## src/rtl/regbank_scoreboard.sv

```systemverilog
// regbank_scoreboard: 32 x DATA_W architectural register file for the
// multicycle MIPS datapath. It has two registered read ports with
// write-through bypass, and a write-pending scoreboard. Multi-cycle
// producers use the scoreboard to reserve their destination register.
module regbank_scoreboard #(
  parameter int                 DATA_W  = 32,
  parameter logic [DATA_W-1:0]  SP_INIT = 227
) (
  input  logic              clk,
  input  logic              reset,
  input  logic              RegWrite,
  input  logic [4:0]        WriteReg,
  input  logic [DATA_W-1:0] WriteData,
  input  logic [4:0]        ReadReg1,
  input  logic [4:0]        ReadReg2,
  output logic [DATA_W-1:0] ReadData1,
  output logic [DATA_W-1:0] ReadData2,
  input  logic              reserve,
  input  logic [4:0]        reserve_reg,
  output logic              hazard1,
  output logic              hazard2,
  output logic              stall,
  output logic [31:0]       pending
);

  logic [DATA_W-1:0] regs [32];
  logic [31:0]       pending_q;
  logic [31:0]       pending_d;
  logic              write_en;
  logic              bypass1;
  logic              bypass2;

  // Writes to register 0 are dropped, so it stays 0 and never becomes pending.
  assign write_en = RegWrite && (WriteReg != 5'd0);
  assign bypass1  = RegWrite && (WriteReg == ReadReg1);
  assign bypass2  = RegWrite && (WriteReg == ReadReg2);

  // Next scoreboard: the write clears first, then a reservation sets the bit.
  // A reserve and a write to the same index therefore leave the bit pending.
  always_comb begin
    pending_d = pending_q;
    if (write_en)
      pending_d[WriteReg] = 1'b0;
    if (reserve && (reserve_reg != 5'd0))
      pending_d[reserve_reg] = 1'b1;
    pending_d[0] = 1'b0;
  end

  // Register array, scoreboard, read latches and hazard flags. All of them
  // are cleared by a synchronous reset, which wins over writes and reserves.
  always_ff @(posedge clk) begin
    if (reset) begin
      for (int i = 0; i < 32; i++)
        regs[i] <= (i == 29) ? SP_INIT : '0;
      pending_q <= '0;
      ReadData1 <= '0;
      ReadData2 <= '0;
      hazard1   <= 1'b0;
      hazard2   <= 1'b0;
    end else begin
      if (write_en)
        regs[WriteReg] <= WriteData;
      pending_q <= pending_d;

      if (ReadReg1 == 5'd0)
        ReadData1 <= '0;
      else if (bypass1)
        ReadData1 <= WriteData;
      else
        ReadData1 <= regs[ReadReg1];

      if (ReadReg2 == 5'd0)
        ReadData2 <= '0;
      else if (bypass2)
        ReadData2 <= WriteData;
      else
        ReadData2 <= regs[ReadReg2];

      hazard1 <= pending_q[ReadReg1] & ~bypass1;
      hazard2 <= pending_q[ReadReg2] & ~bypass2;
    end
  end

  assign stall   = hazard1 | hazard2;
  assign pending = pending_q;

endmodule

```

## config.mk

```make
export PLATFORM = sky130hd
export DESIGN_NAME = regbank_scoreboard
export DESIGN_NICKNAME = d
export VERILOG_FILES = /design/src/rtl/regbank_scoreboard.sv
export SDC_FILE = /design/constraint.sdc
export NUM_CORES = 2
export LEC_CHECK = 0
export ABC_AREA = 0
export CAP_MARGIN = 20
export CORE_ASPECT_RATIO = 1.1
export CORE_MARGIN = 4
export CORE_UTILIZATION = 37
export DETAILED_ROUTE_END_ITERATION = 10
export GPL_ROUTABILITY_DRIVEN = 0
export GPL_TIMING_DRIVEN = 1
export SYNTH_ARGS = -nofsm -noshare
export SYNTH_HDL_FRONTEND = slang
export SYNTH_SLANG_ARGS = --single-unit
```

## constraint.sdc

```tcl
create_clock -name clk -period 4.37 [get_ports clk]
set_input_delay 0.6555 -clock clk [delete_from_list [all_inputs] [get_ports clk]]
set_output_delay 0.6555 -clock clk [all_outputs]
set_load 0.02 [all_outputs]
```

* Word-level counts from Yosys, hierarchy flattened
Memory sizes are Yosys's and may differ from the RTL's. A register that Yosys moved wholly into a read port is not among the register bits.
Cells that the tools add are included.
** Storage, ports and cells
- Input bits :: 56
- Output and inout bits :: 99
- Word-level logic and storage cells :: 52
- Bits in writable memories :: 1024
- Memories :: 1
- Register bits :: 34
** Memory list
- regs :: depth 32, width 32, read ports 2, clocked after memory_dff 2, wr ports 32, RTL line 26 : logic [DATA_W-1:0] regs [32];
** Operators by class
- Reduce and logical (&&, ||, !) cells :: 13
- Equality and inequality tests :: 2
- Magnitude comparators :: 6
- Multiplexer cells :: 18
- Bitwise operators :: 8
** Operators by type and width (count)
- 32-bit 2-to-1 mux :: 3
- 32-bit AND :: 1
- 32-bit inverter :: 1
- 32-bit bitwise OR :: 1
- 32-bit OR reduction :: 1
- 5-bit by 6-bit less-than comparator with 1-bit output, second input constant :: 4
- 1-bit binary-select mux with 5-bit select :: 2
- 1-bit demux with 5-bit select :: 2
- 5-bit equality test :: 2
- 5-bit by 1-bit greater-or-equal comparator with 1-bit output, second input constant :: 2
- 5-bit zero test :: 2
- 1-bit 2-to-1 mux :: 10
- 5-bit nonzero test :: 2
- 1-bit logical AND :: 6
- 5-bit 2-to-1 mux :: 1
- 2-bit OR reduction :: 2
- 1-bit AND :: 2
- 1-bit inverter :: 2
- 1-bit bitwise OR :: 1

* Depth between registers and ports, before layout
- Word-level depth :: 9
- Mapped depth :: 9
- Mapped depth without buffers :: 5

* Least setup slack after synthesis
Ideal clock, no wire load.
- Path kind :: input -> register
- From :: input WriteReg[2]
- To :: memory regs[12][0] (enable)
- Path slack :: 0.109 ns
- Library setup time :: 0.468 ns
- Data required time :: 3.902 ns
- Stages :: 5
- Arrival :: 3.792 ns
- Path through :: buf_2 clkbuf_1 nand2_1 or2_2 o21ai_0
** RTL lines
- from (decl) :: RTL line 12 : input logic [4:0] WriteReg,
- to (decl) :: RTL line 26

==> results.json <==
{
  "rsz0062_at_grt": "no",
  "synth-simple-area-share_pct": 13.0,
  "drc": 0,
  "htreeDepth": 3,
  "overflow": 0,
  "chipWidth_microns": 386,
  "crit_path_frequent_cell": "nor3_1",
  "peakVddDrop_mv": 0.313,
  "final_nets": 4120,
  "synth_cell_type_count": 57,
  "wl_mm": 210,
  "maxCapViolations": 0,
  "clk_path_buf_depth": 3,
  "crit_arrival_ns": 3.56,
  "via_count": 38200,
  "p_sw_mw": 6.69,
  "setup_viol": 0,
  "initial_core_util_pct": 37.2,
  "switching_share_pct": 25.6,
  "pwr-share-comb_pct": 12.6,
  "total_power_mw": 26.1,
  "wire_per_inst_microns": 33.7,
  "slowest_delay_ns": 1.05,
  "tns_ns": 0,
  "clk_pin_slew_worst_paths_ns": 0.07,
  "synth-adder-area-share_pct": 0,
  "worstSetupEndpointType": "flip-flop",
  "p_int_mw": 19.4,
  "syn_area_sq_um": 58100,
  "ant_nets": 0,
  "synth_xor_xnor_area_share_pct": 0.164,
  "grtUsageTotal_pct": 25.4,
  "p_leak_nw": 23.1,
  "drive_gt1_share_pct": 23.1,
  "critPathSlowestCell": "nor2_4",
  "syn_inst": 3967,
  "critPathMaxFanout": 32,
  "postCtsSetupRepairBufs": 0,
  "root_buffer": "clkbuf_16",
  "report.final.slew_viol_count": 0,
  "grt_max_degree": 65,
  "syn_to_final_growth_pct": 15.8,
  "antenna_found_initial": 15,
  "synth_compound_area_share_pct": 6.20,
  "rows": 152,
  "synth.avg_cell_area_sq_um": 14.6,
  "crit_type": "in2reg",
  "yosys_warnings": 0,
  "cts.sinks": 1121,
  "via_per_inst": 6.11,
  "tightest_slew_ns": 1.18,
  "io_buffers": 153,
  "finish.instance_area_sq_um": 67200,
  "crit_required_ns": 4.97,
  "synth-edff-count": 1024,
  "synth-main-ff-cell": "edfxtp_1",
  "ys_ff_latch": 1121,
  "final_cells": 6248,
  "slew_headroom_pct": 21.4,
  "synthMuxAreaShare_pct": 20.8,
  "drt-initial-drc-count": 5023,
  "status": "complete, no violations",
  "tritoncts": "yes",
  "die_h_microns": 424,
  "finalCritPeriodShare_pct": 67.8,
  "io_pins": 155,
  "dp.cells": 6024,
  "grt_pass1_vias": 38500,
  "hpwl_mm": 137,
  "grt_pass1_wl_mm": 294,
  "dpl_cell_area_sq_um": 63300,
  "core_sq_um": 156000,
  "cp_cell_sequence": "clkdlybuf4s50_1 > buf_4 > nor3_1 > nor3_1 > nand2_1 > nor2_4 > and2_1",
  "whs_path_depth": 1,
  "async_reset_ff_share_pct": 0,
  "drtPass1Iterations": 8,
  "clock_latency_ns": 0.76,
  "seq_power_share_pct": 48.5,
  "fmax_ghz": 0.337,
  "power_density_nw_per_um2": 389,
  "r2r_cells": 4,
  "min_path_type": "in2reg",
  "clock-skew-final_ns": 0.0504,
  "numCtsBuffers": 113,
  "ys_seq_area_share_pct": 56.3,
  "critPathLaunchType": "primary input",
  "hold_ws_ns": 0.456,
  "ctsHoldBuffers": 0,
  "synth_top_family_by_area": "multiplexers",
  "ctsResizeCount": 0,
  "hold_viol_final": 0,
  "die-area_sq_um": 163000,
  "fin_crit_ns": 2.96,
  "pwr-share-clk_pct": 38.9
}
-- cell usage in the layout, fill, tap and decap left out, drive strengths merged, types with 7 or more instances in the layout --
cell type      count
a211o             32
a211oi            34
a21oi             36
a221oi            64
a22o              64
a22oi             32
a311o             33
a32o               8
and2             989
buf              226
bufinv            10
clkbuf           151
clkdlybuf4s50    146
clkinv            41
clkinvlp           8
conb              33
dfxtp             97
edfxtp          1024
inv               37
mux2i            165
mux4             462
nand2             98
nand3              8
nor2              73
nor2b             36
nor3              42
o21ai             45
o22ai             82
o32ai             32
xnor2              7
-- flip-flops by register name, indices dropped and copies added (netlist names) --
| register | count |
|---|---|
| regs | 1024 |
| ReadData1 | 32 |
| ReadData2 | 32 |
| pending | 31 |
| hazard1 | 1 |
| hazard2 | 1 |
-- cell families after synthesis --
kind of cell / Yosys count
and+or+nand+nor: 1280
DFF: 1121
muxes: 628
AOI/OAI and AO/OA: 472
buffers and inverters: 455
xor gates and xnor gates: 10
other: 1
-- path summary, 6_finish.rpt --
kind,startpoint,to,slack [ns]
hold / removal,reset,regs[0][17]$_SDFFCE_PN0P_,0.46
setup / recovery,WriteReg[4],regs[20][0]$_SDFFCE_PN0P_,1.41
hold reg to reg,pending[17]$_SDFF_PP0_,pending[17]$_SDFF_PP0_,0.51
setup reg to reg,regs[19][25]$_SDFFCE_PN0P_,ReadData1[25]$_SDFF_PP0_,1.83
-- per-stage QoR --
| step | worst slack [ns] | util [%] |
|---|---|---|
| after floorplan | 0.109 | - |
| after global placement | 0.695 | 40.4 |
| after detailed placement | 0.692 | 40.6 |
| after CTS | 1.50 | 43.0 |
| after global routing | 1.34 | 43.1 |
| final | 1.41 | 43.1 |
-- synth_stat cells (33+ instances only) --
library cell | n | area share [%]
a211oi_1 | 34 | 0.44
a21oi_1 | 36 | 0.31
a221oi_1 | 64 | 0.96
a22o_1 | 64 | 0.96
a311o_1 | 33 | 0.57
and2_1 | 989 | 11
buf_2 | 53 | 0.46
buf_4 | 45 | 0.58
clkbuf_1 | 292 | 1.9
dfxtp_1 | 97 | 3.3
edfxtp_1 | 1024 | 53
mux2i_1 | 165 | 2.8
mux4_2 | 462 | 18
nand2_1 | 98 | 0.63
nor2_1 | 73 | 0.47
nor2b_1 | 36 | 0.39
nor3_1 | 41 | 0.35
o21ai_0 | 44 | 0.38
o22ai_1 | 82 | 0.88
-- routing by layer --
| layer | share of wire (%) | vias to the layer above | wire, microns | global-route usage, % |
|---|---|---|---|---|
| met5 | 0.019 | - | 41 | 0 |
| met4 | 5.5 | 6 | 11600 | 12.8 |
| met3 | 9.1 | 517 | 19100 | 5.06 |
| met2 | 48 | 2225 | 100000 | 40.9 |
| met1 | 38 | 20000 | 79500 | 32.7 |
| li1 | - | 15500 | - | - |
-- power groups by stage --
stage | registers (mW) | clock network (mW) | logic [mW]
after global placement | 12.9 | 0 | 3.20
after floorplan | 12.8 | 0 | 1.85
after detailed placement | 12.9 | 0 | 3.25
after global routing | 12.7 | 10.7 | 3.41
final | 12.7 | 10.2 | 3.29
after CTS | 12.7 | 10.2 | 3.26
-- area by class of cell --
cell class	count	area, sq um
Multi-Input combinational cell	2423	23900
Antenna cell	6	15.0
Clock buffer	150	3180
Tap cell	2079	2600
Clock inverter	64	641
Sequential cell	1121	32700
Fill cell	13800	88900
Inverter	32	120
Timing Repair Buffer	373	4090
-- critical path, delay by kind of cell --
kind          cells  cell delay [ns]
buf+inv           2             0.75
simple gates      5             2.09
Power figures use the tool's default switching activity.
